[src/rtl/spi_slave_cfg.sv]
// SPI mode-0 configuration responder: oversamples SCK/CS_N/MOSI in the CLK domain, decodes 32-bit frames
// into control-register writes/reads and a req/ack port towards the neuron/synapse memories.
module spi_slave_cfg #(
  parameter int         ADDR_W       = 14,
  parameter int         DATA_W       = 16,
  parameter logic [7:0] MAX_NEUR_RST = 8'd10
) (
  input  logic              CLK,
  input  logic              RST,
  input  logic              SCK,
  input  logic              CS_N,
  input  logic              MOSI,
  output logic              MISO,
  output logic              SPI_OPEN_LOOP,
  output logic              SPI_AER_SRC_CTRL_nNEUR,
  output logic [7:0]        SPI_MAX_NEUR,
  output logic              MEM_REQ,
  output logic              MEM_WE,
  output logic [ADDR_W-1:0] MEM_ADDR,
  output logic [DATA_W-1:0] MEM_WDATA,
  input  logic [DATA_W-1:0] MEM_RDATA,
  input  logic              MEM_ACK,
  output logic              SPI_ERR,
  output logic [1:0]        dbg_state
);

  localparam int HDR_W = 2 + ADDR_W;
  localparam int FW    = HDR_W + DATA_W;
  localparam int CNT_W = $clog2(FW + 1);
  localparam logic [CNT_W-1:0] HDR_LAST = CNT_W'(HDR_W - 1);
  localparam logic [CNT_W-1:0] FRM_LAST = CNT_W'(FW - 1);

  localparam logic [1:0] ST_IDLE = 2'd0;
  localparam logic [1:0] ST_HDR  = 2'd1;
  localparam logic [1:0] ST_DATA = 2'd2;
  localparam logic [1:0] ST_DONE = 2'd3;

  localparam logic [1:0] CMD_REG_WR = 2'b00;
  localparam logic [1:0] CMD_REG_RD = 2'b01;
  localparam logic [1:0] CMD_MEM_WR = 2'b10;
  localparam logic [1:0] CMD_MEM_RD = 2'b11;

  logic sck_s1, sck_s2, sck_d;
  logic cs_s1, cs_s2;
  logic mosi_s1, mosi_s2;

  always_ff @(posedge CLK or posedge RST) begin
    if (RST) begin
      sck_s1  <= 1'b0;
      sck_s2  <= 1'b0;
      sck_d   <= 1'b0;
      cs_s1   <= 1'b1;
      cs_s2   <= 1'b1;
      mosi_s1 <= 1'b0;
      mosi_s2 <= 1'b0;
    end else begin
      sck_s1  <= SCK;
      sck_s2  <= sck_s1;
      sck_d   <= sck_s2;
      cs_s1   <= CS_N;
      cs_s2   <= cs_s1;
      mosi_s1 <= MOSI;
      mosi_s2 <= mosi_s1;
    end
  end

  logic sck_rise, sck_fall;
  assign sck_rise = sck_s2 & ~sck_d;
  assign sck_fall = ~sck_s2 & sck_d;

  logic [1:0]        state;
  logic [CNT_W-1:0]  bit_cnt;
  logic [FW-2:0]     shift_in;
  logic [FW-1:0]     next_in;
  logic [DATA_W-1:0] out_sh;
  logic [DATA_W-1:0] out_src;
  logic [DATA_W-1:0] reg_rd_val;
  logic              rd_wait;
  logic              req_busy;
  logic              ack_load;

  // next_in is the frame including the bit arriving on this rise; fields are decoded from it
  assign next_in = {shift_in, mosi_s2};

  logic [1:0]        hdr_cmd;
  logic [ADDR_W-1:0] hdr_addr;
  logic [1:0]        frm_cmd;
  logic [ADDR_W-1:0] frm_addr;
  logic [DATA_W-1:0] frm_data;
  assign hdr_cmd  = next_in[HDR_W-1 -: 2];
  assign hdr_addr = next_in[ADDR_W-1:0];
  assign frm_cmd  = next_in[FW-1 -: 2];
  assign frm_addr = next_in[FW-3 -: ADDR_W];
  assign frm_data = next_in[DATA_W-1:0];

  // Memory port: MEM_REQ with ADDR/WE/WDATA held stable until the cycle MEM_ACK=1 is seen, then REQ drops.
  assign req_busy = MEM_REQ & ~MEM_ACK;
  assign ack_load = MEM_REQ & MEM_ACK & rd_wait;
  assign out_src  = ack_load ? MEM_RDATA : out_sh;

  always_comb begin
    reg_rd_val = '0;
    case (hdr_addr)
      ADDR_W'(0): reg_rd_val[0]   = SPI_OPEN_LOOP;
      ADDR_W'(1): reg_rd_val[0]   = SPI_AER_SRC_CTRL_nNEUR;
      ADDR_W'(2): reg_rd_val[7:0] = SPI_MAX_NEUR;
      ADDR_W'(3): reg_rd_val[0]   = SPI_ERR;
      default: ;
    endcase
  end

  always_ff @(posedge CLK or posedge RST) begin
    if (RST) begin
      state                  <= ST_IDLE;
      bit_cnt                <= '0;
      shift_in               <= '0;
      out_sh                 <= '0;
      rd_wait                <= 1'b0;
      MISO                   <= 1'b0;
      SPI_OPEN_LOOP          <= 1'b1;
      SPI_AER_SRC_CTRL_nNEUR <= 1'b0;
      SPI_MAX_NEUR           <= MAX_NEUR_RST;
      MEM_REQ                <= 1'b0;
      MEM_WE                 <= 1'b0;
      MEM_ADDR               <= '0;
      MEM_WDATA              <= '0;
      SPI_ERR                <= 1'b0;
    end else begin
      if (MEM_REQ && MEM_ACK) MEM_REQ <= 1'b0;
      if (ack_load) begin
        out_sh  <= MEM_RDATA;
        rd_wait <= 1'b0;
      end
      if (cs_s2) begin
        // deselect aborts the frame; an outstanding request still completes on its ACK
        state    <= ST_IDLE;
        bit_cnt  <= '0;
        shift_in <= '0;
        MISO     <= 1'b0;
        rd_wait  <= 1'b0;
      end else begin
        case (state)
          ST_IDLE: begin
            state    <= ST_HDR;
            bit_cnt  <= '0;
            shift_in <= '0;
            MISO     <= 1'b0;
          end
          ST_HDR: begin
            MISO <= 1'b0;
            if (sck_rise) begin
              shift_in <= next_in[FW-2:0];
              bit_cnt  <= bit_cnt + CNT_W'(1);
              if (bit_cnt == HDR_LAST) begin
                state  <= ST_DATA;
                out_sh <= '0;
                case (hdr_cmd)
                  CMD_REG_RD: out_sh <= reg_rd_val;
                  CMD_MEM_RD: begin
                    if (req_busy) begin
                      SPI_ERR <= 1'b1;
                    end else begin
                      MEM_REQ  <= 1'b1;
                      MEM_WE   <= 1'b0;
                      MEM_ADDR <= hdr_addr;
                      rd_wait  <= 1'b1;
                    end
                  end
                  default: ;
                endcase
              end
            end
          end
          ST_DATA: begin
            if (sck_rise) begin
              shift_in <= next_in[FW-2:0];
              bit_cnt  <= bit_cnt + CNT_W'(1);
              if (bit_cnt == FRM_LAST) begin
                state <= ST_DONE;
                MISO  <= 1'b0;
                case (frm_cmd)
                  CMD_REG_WR: begin
                    case (frm_addr)
                      ADDR_W'(0): SPI_OPEN_LOOP          <= frm_data[0];
                      ADDR_W'(1): SPI_AER_SRC_CTRL_nNEUR <= frm_data[0];
                      ADDR_W'(2): SPI_MAX_NEUR           <= frm_data[7:0];
                      ADDR_W'(3): SPI_ERR                <= 1'b0;
                      default: ;
                    endcase
                  end
                  CMD_MEM_WR: begin
                    if (req_busy) begin
                      SPI_ERR <= 1'b1;
                    end else begin
                      MEM_REQ   <= 1'b1;
                      MEM_WE    <= 1'b1;
                      MEM_ADDR  <= frm_addr;
                      MEM_WDATA <= frm_data;
                    end
                  end
                  default: ;
                endcase
              end
            end else if (sck_fall) begin
              // read data not back by the first data bit: send zeros and flag it; late ACK data is dropped
              if (rd_wait && !ack_load) begin
                SPI_ERR <= 1'b1;
                rd_wait <= 1'b0;
                out_sh  <= '0;
                MISO    <= 1'b0;
              end else begin
                MISO   <= out_src[DATA_W-1];
                out_sh <= {out_src[DATA_W-2:0], 1'b0};
              end
            end
          end
          ST_DONE: MISO <= 1'b0;
          default: state <= ST_IDLE;
        endcase
      end
    end
  end

  assign dbg_state = state;

endmodule

[config.mk]
export PLATFORM = sky130hd
export DESIGN_NAME = spi_slave_cfg
export DESIGN_NICKNAME = d
export VERILOG_FILES = /design/src/rtl/spi_slave_cfg.sv
export SDC_FILE = /design/constraint.sdc
export NUM_CORES = 1
export LEC_CHECK = 0
export ABC_AREA = 0
export BUFFER_PORTS_ARGS = -buffer_cell sky130_fd_sc_hd__buf_4
export CELL_PAD_IN_SITES_DETAIL_PLACEMENT = 0
export CELL_PAD_IN_SITES_GLOBAL_PLACEMENT = 1
export CORE_MARGIN = 2
export CORE_UTILIZATION = 51
export DETAILED_ROUTE_END_ITERATION = 12
export PLACE_DENSITY_LB_ADDON = 0.1
export SLEW_MARGIN = 20
export SYNTH_ARGS = -nofsm -noshare
export SYNTH_HDL_FRONTEND = slang
export SYNTH_SLANG_ARGS = --single-unit
[constraint.sdc]
create_clock -name CLK -period 5.66 [get_ports CLK]
set_input_delay 0.566 -clock CLK [delete_from_list [all_inputs] [get_ports CLK]]
set_output_delay 0.566 -clock CLK [all_outputs]
set_load 0.01 [all_outputs]
==> metrics, run 1 <==
Post-DRT Antenna Nets=0; Slew Limit Fails=0; crit path DAT=3.39 ns; Clk pin slew, worst setup/hold paths=0.11 ns; Data required, critical path=5.92 ns; Area growth syn-to-layout=15.6%; fin nets=470; internal power=1.13 mW; sw frac=32.0%; grt total ovfl=0; routed length on met2=5.28 mm; CTS Buf Count=9; worst setup margin=2.53 ns; clk sinks=107; drt total wl=10.9 mm; Post-CTS Setup Bufs=0; status=complete, no violations; Post-Syn Instances=380; hpwl dp=7.22 mm; die height=103 um; root buf cell=clkbuf_8; via density per instance=5.88; Net Count, Synth=409; Chip Width=103 um; DP Area=5630 um2; Top Layer Used=met4; period utilization=55.3%; relative slew slack=29.8%; layout cells sized above 1=32.3%; FP Rows=36; final instance area=5840 um2; Sequential Power Share=48.6%; Post-route DRC=0; Pleak=2.86 nW; Worst VDD drop=0.000210 V; Hold Vio Cnt, Final=0; vias in the first global route=3,386; Wirelength per Cell=18.9 um; number of enable flip-flop cells after synthesis=0; Fin Clk Skew=0.0149 ns; io pins=68; Resized Gates After CTS=0; Logic pwr share=22.4%; Least-Margin Pin Slew=1.05 ns; Async SR Flop Fraction=100%; pre-CTS setup slack=2.56 ns; GRT Util Overall=21.6%; setup tns final=0 ns; maximum clock frequency=0.319 GHz; Post-Syn Area=5050 um2; flops & latches, synth=107; first-pass GRT wire length=17.7 mm; min-delay worst type=in -> async; Worst Setup End Kind=flop; core area=9680 um2; final setup violation count=0; via count=3,407; met3 routed WL=453 um; max_cap viols=0; RD Place Congestion=0.819; Worst Path Max Fanout=25; CTS tree=yes; Met1 Wirelength=5.07 mm; H-tree Lvls=3; Pwr Density=285 nW/um2; Final Critical Period=3.13 ns; Crit Path Class=reg -> reg; Post-Syn Area per Cell=13.3 um2; NetSw=0.532 mW; Syn. warnings=0; initial antenna violation count=0; CTS Buffer Depth=2; pin count of the biggest net entering global routing=59; Clk Latency, worst-skew pair=0.37 ns; IO Port Bufs=67; hold_buf cts=0; Fin Hold WS=0.259 ns; ys flop type=dfrtp_1; die area=10,700 um2; Initial Util=52.1%; Ant. Diodes=0; Yosys cell types=60; Clk pwr share=29.1%; drt pass-1 iters=4; Startpoint Class=flop; sequential fraction of the synthesis area=53.2%; DR iter-0 viols=118; RSZ-0062 raised after global routing=false
## registers in the layout, indices dropped and copies added (netlist names), 2 cells and up
signal        flops
MEM_WDATA        16
dbg_state         2
MEM_ADDR         14
shift_in         31
bit_cnt           6
SPI_MAX_NEUR      8
out_sh           16
## placed cells by master, fill, tap and decap left out, types with 3 or more instances in the layout
cell type and count:
o21ai_0 5, clkbuf_8 9, mux2_1 21, inv_1 8
nor3_1 5, or3_1 3, o22ai_1 8, dfstp_2 5
nand4_1 6, mux2_4 19, a221o_1 7, mux2_2 23
nor4_1 5, dfrtp_1 102, nand2_1 4, ha_1 7
a211oi_1 3, buf_4 70, a21oi_1 9, a22o_1 33
and3_1 3, nor2_1 9, mux2i_1 9, nand2b_1 4
nor2b_1 11, a31oi_1 3, nand3_1 4
## metrics by stage
step / util (%) / std cells / total power [mW]
floorplan: - / 380 / 1.08
global placement: 58.2 / 563 / 1.18
detailed placement: 58.2 / 563 / 1.19
CTS: 60.3 / 579 / 1.67
global route: 60.3 / 579 / 1.74
finish: 60.3 / 579 / 1.66
## Yosys cell counts (2+ instances only)
cell	n	area share, %
nor3_1	5	0.50
a22o_1	33	5.7
mux2_4	19	5.7
nor2_1	10	0.74
buf_6	3	0.67
buf_2	8	0.79
mux2i_1	9	1.8
dfrtp_1	102	51
o22ai_1	8	0.99
a221o_1	7	1.4
nand4b_1	2	0.35
dfstp_2	5	2.6
and3b_1	2	0.35
nand2b_1	4	0.50
nand3_1	4	0.40
and3_1	3	0.37
ha_1	7	1.7
inv_1	9	0.67
nor3b_1	2	0.30
a21o_1	2	0.30
o2bb2ai_1	2	0.35
a31oi_1	3	0.37
and4b_1	2	0.40
nand4_1	6	0.74
mux2_1	21	4.7
a21oi_1	9	0.89
and3_4	2	0.45
nor2b_1	11	1.4
clkbuf_1	8	0.59
nor4_1	5	0.62
mux2_2	23	5.1
or3_1	3	0.37
nand2_1	4	0.30
o21ai_0	5	0.50
a211oi_1	4	0.59
nand4bb_1	2	0.45
o21a_1	2	0.30
nor4bb_1	2	0.40
## logic make-up (layout without fill, tap and decap cells)
group                      after synthesis  count (layout)  synth area share (%)
DFF                                    107             107                  53.2
muxes                                   73              73                  17.7
buffers and inverters                   30              96                  3.20
and+or+nand+nor                         75              75                  10.2
AOI/OAI and AO/OA                       88              88                  14.1
adders and majority gates                7               7                  1.73
## power groups by stage
stage,Clock [mW],Sequential [mW],Combinational [mW]
6_report,0.483,0.806,0.372
5_1_grt,0.522,0.810,0.406
4_1_cts,0.497,0.807,0.371
3_5_place_dp,0,0.822,0.369
3_3_place_gp,0,0.820,0.361
2_1_floorplan,0,0.819,0.260
## worst max-delay path, stage by stage (launching register included)
cell and delay [ns]:
dfrtp_1 0.44, inv_1 0.13, ha_1 0.87, clkinv_1 0.53
a22o_1 0.37, o211ai_4 0.29, mux2_1 0.38
## worst paths after layout
kind	startpoint	to	slack (ns)	cells after the start
max in group asynchronous	RST	out_sh[8]$_DFF_PP0_	4.23	3
worst min register to register	cs_s1$_DFF_PP1_	cs_s2$_DFF_PP1_	0.36	0
worst max register to register	dbg_state[0]$_DFFE_PP0P_	MEM_ADDR[10]$_DFFE_PP0P_	2.53	6
worst min-delay path	RST	shift_in[24]$_DFFE_PP0P_	0.26	2
min in group CLK	CS_N	cs_s1$_DFF_PP1_	0.29	1
worst max-delay path	dbg_state[0]$_DFFE_PP0P_	MEM_ADDR[10]$_DFFE_PP0P_	2.53	6
## layout make-up
cell class,count,area (um2)
Sequential cell,107,2680
Tap cell,133,166
Timing Repair Buffer,70,526
Multi-Input combinational cell,243,2220
Clock inverter,6,73.8
Clock buffer,10,128
Inverter,10,40.0
Fill cell,808,3850
## metal layers
metal | global-route usage (%) | vias to the layer above
met4 | 5.77 | 0
met1 | 30.6 | 1752
met5 | 0 | -
met3 | 4.10 | 11
li1 | - | 1568
met2 | 34.5 | 76
Power figures use the tool's default switching activity.
==> inputs of run 2 (changes only) <==
--- a/config.mk
+++ b/config.mk
@@ -10,7 +10,7 @@
 export CELL_PAD_IN_SITES_DETAIL_PLACEMENT = 0
 export CELL_PAD_IN_SITES_GLOBAL_PLACEMENT = 1
 export CORE_MARGIN = 2
-export CORE_UTILIZATION = 51
+export CORE_UTILIZATION = 42
 export DETAILED_ROUTE_END_ITERATION = 12
 export PLACE_DENSITY_LB_ADDON = 0.1
 export SLEW_MARGIN = 20
==> constraint.sdc (replaced) <==
create_clock -name CLK -period 2.52 [get_ports CLK]
set_input_delay 0.252 -clock CLK [delete_from_list [all_inputs] [get_ports CLK]]
set_output_delay 0.252 -clock CLK [all_outputs]
set_load 0.01 [all_outputs]
==> metrics, run 2 (synthesis results as in run 1) <==
Area growth syn-to-layout=21.4%; flop2flop setup slack=0.31 ns (-2.22 ns); final setup violation count=0 (unchanged); Least-Margin Pin Slew=0.675 ns (-0.378 ns); Startpoint Class=flop; commonest cells after routing, fill and taps aside=dfrtp_1 (102), buf_4 (81), a22o_1 (33); total power=4.29 mW (+160%); Chip Width=114 um (+9.8%); CTS Buf Count=9 (unchanged); Worst Setup End Kind=flop; max reg flops=31 (unchanged); Post-CTS Setup Bufs=0 (unchanged); Final Critical Period=2.21 ns (-0.919 ns); commonest non-fill, non-tap cell in the layout=dfrtp_1; RSZ-0062 raised after global routing=false; Cells after DPL=589 (+4.6%); final instance area=6130 um2 (+5.0%); Initial Util=42.6% (-9.6 points); Slew Limit Fails=0 (unchanged); fin nets=486 (+3.4%); Worst VDD drop=0.000294 V (+40%); Data required, critical path=2.75 ns (-3.17 ns); die height=114 um (+9.8%); initial antenna violation count=0 (unchanged); clk sinks=107 (unchanged); max_cap viols=0 (unchanged); vias in the first global route=3,580 (+5.7%); CTS Buffer Depth=2 (unchanged); Wirelength per Cell=19.3 um (+2.5%); setup tns final=0 ns (unchanged); hpwl dp=8.17 mm (+13%); io pins=68 (unchanged); Clk Latency, worst-skew pair=0.36 ns (about the same); CTS tree=yes; status=complete, no violations; filler instances=1,065 (+32%); relative slew slack=54.8% (+25 points); first-pass GRT wire length=19.7 mm (+11%); GRT Util Overall=19.6% (-2.0 points); pin count of the biggest net entering global routing=49 (-17%); die area=12,900 um2 (+21%); Post-route DRC=0 (unchanged); drt pass-1 iters=4 (unchanged); Hold Vio Cnt, Final=0 (unchanged); layout cells sized above 1=34.0% (+1.7 points); Post-DRT Antenna Nets=0 (unchanged); Pleak=3.00 nW (+5.0%); Final Instance Count excl. Fillers=609 (+5.2%); Crit Path Class=reg -> reg; FP Rows=40 (+11%); via count=3,461 (+1.6%); Ant. Diodes=0 (unchanged); largest reg by FF count=shift_in; Post-Route Utilization=51.7% (-8.6 points); Pwr Density=700 nW/um2 (+150%); Regs by FF count=shift_in x31, MEM_WDATA x16, out_sh x16; IO Port Bufs=67 (unchanged); root buf cell=clkbuf_16; Worst Path Max Fanout=11 (-56%); DR iter-0 viols=168 (+42%); via density per instance=5.68 (-3.4%); period utilization=87.8% (+32 points); H-tree Lvls=3 (unchanged); min-delay worst type=in -> reg; grt total ovfl=0 (unchanged); Fin Clk Skew=0.0109 ns (-0.00400 ns); core area=11,900 um2 (+22%); DP Area=5760 um2 (+2.2%); Clk pin slew, worst setup/hold paths=0.07 ns (-0.04 ns); maximum clock frequency=0.452 GHz (+42%); RD Place Congestion=0.840 (+2.5%); crit path DAT=2.44 ns (-0.95 ns); drt total wl=11.8 mm (+7.8%)
## run 2: changes by cell type in the layout (fill, tap and decap cells not counted), sizes merged
| cell | delta |
|---|---|
| buf | +12 |
| dlygate4sd3 | +4 |
| bufinv | +1 |
| clkinv | -1 |
## run 2: repair_timing
item	4_1_cts	5_1_grt
hold buffers	4	0
gates resized for setup	0	0
hold endpoints to repair	26	0
## run 2: worst paths after layout
| kind | cells after the start | start | endpoint |
|---|---|---|---|
| max in group asynchronous | 4 | RST | cs_s1$_DFF_PP1_ |
| max | 6 | sck_s2$_DFF_PP0_ | out_sh[1]$_DFF_PP0_ |
| max reg2reg | 6 | sck_s2$_DFF_PP0_ | out_sh[1]$_DFF_PP0_ |
| min in group asynchronous | 3 | RST | MEM_WDATA[10]$_DFFE_PP0P_ |
| min reg2reg | 0 | mosi_s1$_DFF_PP0_ | mosi_s2$_DFF_PP0_ |
| min | 3 | MEM_RDATA[10] | out_sh[11]$_DFF_PP0_ |
## run 2: stage by stage
stage                     setup WS [ns]  hold WS [ns]
after floorplan                   0.521         0.256
after global placement            0.344         0.332
after detailed placement          0.309         0.335
after CTS                         0.274         0.206
after global routing              0.118         0.222
final                             0.308         0.216
## run 2: layout make-up
cell class	instances	area, um2	area share (%)
multi-input combinational	243	2220	36.2
clock buffer	10	239	3.90
clock inverter	6	93.8	1.53
timing repair buffer	86	668	10.9
tap	147	184	3.00
inverter	10	41.3	0.674
sequential	107	2680	43.8
## run 2: critical path, stage by stage, from the launching register on
cell	delay, ns
dfrtp_1	0.41
ha_1	0.34
buf_4	0.23
inv_1	0.21
a21oi_1	0.15
a211o_1	0.40
a221o_1	0.36
## run 2: per-layer routing
layer / vias up / part of all wire [%] / global-route usage (%)
met4: 0 / 2.2 / 8.54
met5: - / 0 / 0
met2: 64 / 47 / 30.5
li1: 1619 / - / -
met3: 19 / 3.1 / 2.87
met1: 1759 / 47 / 27.6
## run 2: power by group
group	internal (mW)	switching (mW)	total, mW
Sequential	1.76	0.0514	1.81
Combinational	0.359	0.551	0.910
Clock	0.911	0.658	1.57
==> inputs of run 3 (changes only) <==
==> constraint.sdc (replaced) <==
create_clock -name CLK -period 1.8 [get_ports CLK]
set_input_delay 0.18 -clock CLK [delete_from_list [all_inputs] [get_ports CLK]]
set_output_delay 0.18 -clock CLK [all_outputs]
set_load 0.01 [all_outputs]
==> metrics, run 3 (synthesis results as in run 1) <==
CTS tree=yes; commonest cells after routing, fill and taps aside=buf_4 (149), dfrtp_1 (102), mux2_4 (39); GRT Max-Usage Layer=met2; DR iter-0 viols=133 (-21%); WP buf/inv=1 (-1); grt total ovfl=0 (unchanged); Clk pin slew, worst setup/hold paths=0.07 ns (about the same); root buf cell=clkbuf_16; Post-DRT Antenna Nets=0 (unchanged); relative slew slack=65.4% (+11 points); maximum clock frequency=0.518 GHz (+15%); pin count of the biggest net entering global routing=46 (-6.1%); CTS Buffer Depth=2 (unchanged); largest reg by FF count=shift_in; Wirelength per Cell=18.5 um (-4.4%); Clk Latency, worst-skew pair=0.36 ns (about the same); final instance area=7210 um2 (+18%); RD Place Congestion=0.813 (-3.2%); IO Port Bufs=67 (unchanged); register area=2680 um2 (unchanged); vias in the first global route=3,880 (+8.4%); die area=12,900 um2 (unchanged); Hold Vio Cnt, Final=0 (unchanged); min-delay worst type=in -> reg; crit-path max cell delay=0.42 ns (about the same); io pins=68 (unchanged); Least-Margin Pin Slew=0.517 ns (-0.157 ns); via count=3,754 (+8.5%); M1 GR Usage=29.0% (+1.4 points); initial antenna violation count=0 (unchanged); kind of cell adding the most delay to the critical path=simple AND/OR/NAND/NOR gates; Chip Width=114 um (unchanged); via density per instance=5.40 (-5.0%); commonest non-fill, non-tap cell in the layout=buf_4; layout cells sized above 1=54.4% (+20 points); filler instances=977 (-8.3%); pre-CTS setup slack=-0.220 ns (-0.529 ns); Data required, critical path=2.04 ns (-0.71 ns); Post-Route Utilization=60.8% (+9.1 points); status=finished with violations; Regs by FF count=shift_in x31, MEM_WDATA x16, out_sh x16; Startpoint Class=flop; die height=114 um (unchanged); Global Route met3 Usage=4.30% (+1.4 points); Fin Clk Skew=0.00726 ns (-0.00362 ns); Worst Path Max Fanout=8 (-3); first-pass GRT wire length=20.7 mm (+5.1%); Area growth syn-to-layout=42.8%; worst setup margin=-0.132 ns (-0.439 ns); Ant. Diodes=0 (unchanged); failing checks=setup timing; hpwl dp=8.78 mm (+7.4%); fin nets=572 (+18%); Slew Limit Fails=0 (unchanged); crit path cell chain=ha_4, and4b_2, and3_4, o211ai_4, buf_12, mux2_4; period utilization=107% (+20 points); drt pass-1 iters=6 (+2); FP Rows=40 (unchanged); clk sinks=107 (unchanged); drt total wl=12.8 mm (+9.1%); max reg flops=31 (unchanged); max_cap viols=0 (unchanged); Initial Util=42.6% (unchanged); setup tns final=-4.15 ns (-4.15 ns); total power=6.54 mW (+52%); CTS Buf Count=9 (unchanged); Worst Setup End Kind=flop; GRT Util Overall=20.8% (+1.2 points); RSZ-0062 raised after global routing=true; H-tree Lvls=3 (unchanged); Worst VDD drop=0.000567 V (+93%); Pleak=3.58 nW (+19%); Final Critical Period=1.93 ns (-0.281 ns); Post-route DRC=0 (unchanged); Pwr Density=908 nW/um2 (+30%); core area=11,900 um2 (unchanged); final setup violation count=50 (+50); Slowest-stage cell, CP=dfrtp_1; area occupied by multi-input gates=2520 um2 (+14%); crit path DAT=2.17 ns (-0.27 ns); met2 global-route usage=32.9% (+2.5 points); DP Area=6450 um2 (+12%); Crit Path Class=reg -> reg
-- run 3: cell count changes in the layout (fill, tap and decap cells not counted), sizes merged --
cell and delta:
buf +86, clkinvlp +3, bufinv -1, clkbuf -1, inv -1
-- run 3: metal layers --
layer	part of all wire, %	up-vias
met2	48	62
met5	0	-
met3	2.9	13
met4	1.6	0
met1	48	1902
li1	-	1777
-- run 3: what timing repair did --
action                     in CTS  in global routing
setup endpoints to repair      91                 93
hold endpoints to repair       22                  0
hold buffers                    4                  0
gates cloned                    2                  1
resized for setup              47                 23
setup buffers                   8                  2
pin swaps                      18                 10
-- run 3: through the flow --
stage	std cells	hold slack (ns)
final	695	0.128
after global routing	695	0.139
after CTS	695	0.118
after detailed placement	666	0.252
after global placement	666	0.247
after floorplan	380	0.184
-- run 3: layout make-up --
type / count / area share, %
Clock buffer: 9 / 3.12
Clock inverter: 7 / 1.04
Inverter: 10 / 0.590
Multi-Input combinational cell: 243 / 35.0
Sequential cell: 107 / 37.2
Tap cell: 147 / 2.55
Timing Repair Buffer: 172 / 20.5
-- run 3: power by group --
group	internal, mW	switching [mW]	leakage (nW)
Sequential	2.47	0.0572	1.46
Clock	1.09	0.948	0.138
Combinational	1.02	0.966	1.98
-- run 3: path summary, 6_finish.rpt --
check / start / to / slack, ns / cells after the start
setup reg to reg: bit_cnt[0]$_DFFE_PP0P_ / MEM_ADDR[2]$_DFFE_PP0P_ / -0.13 / 6
hold reg to reg: mosi_s1$_DFF_PP0_ / mosi_s2$_DFF_PP0_ / 0.36 / 0
max in group asynchronous: RST / SPI_OPEN_LOOP$_DFFE_PP1P_ / 0.74 / 4
setup / recovery: bit_cnt[0]$_DFFE_PP0P_ / MEM_ADDR[2]$_DFFE_PP0P_ / -0.13 / 6
min in group asynchronous: RST / shift_in[16]$_DFFE_PP0P_ / 0.42 / 3
hold / removal: MEM_ACK / rd_wait$_DFF_PP0_ / 0.13 / 3
-- run 3: worst reg2reg max path: stages, from the launching register on --
cell	delay, ns
dfrtp_1	0.42
ha_4	0.18
and4b_2	0.22
and3_4	0.20
o211ai_4	0.30
buf_12	0.19
mux2_4	0.31
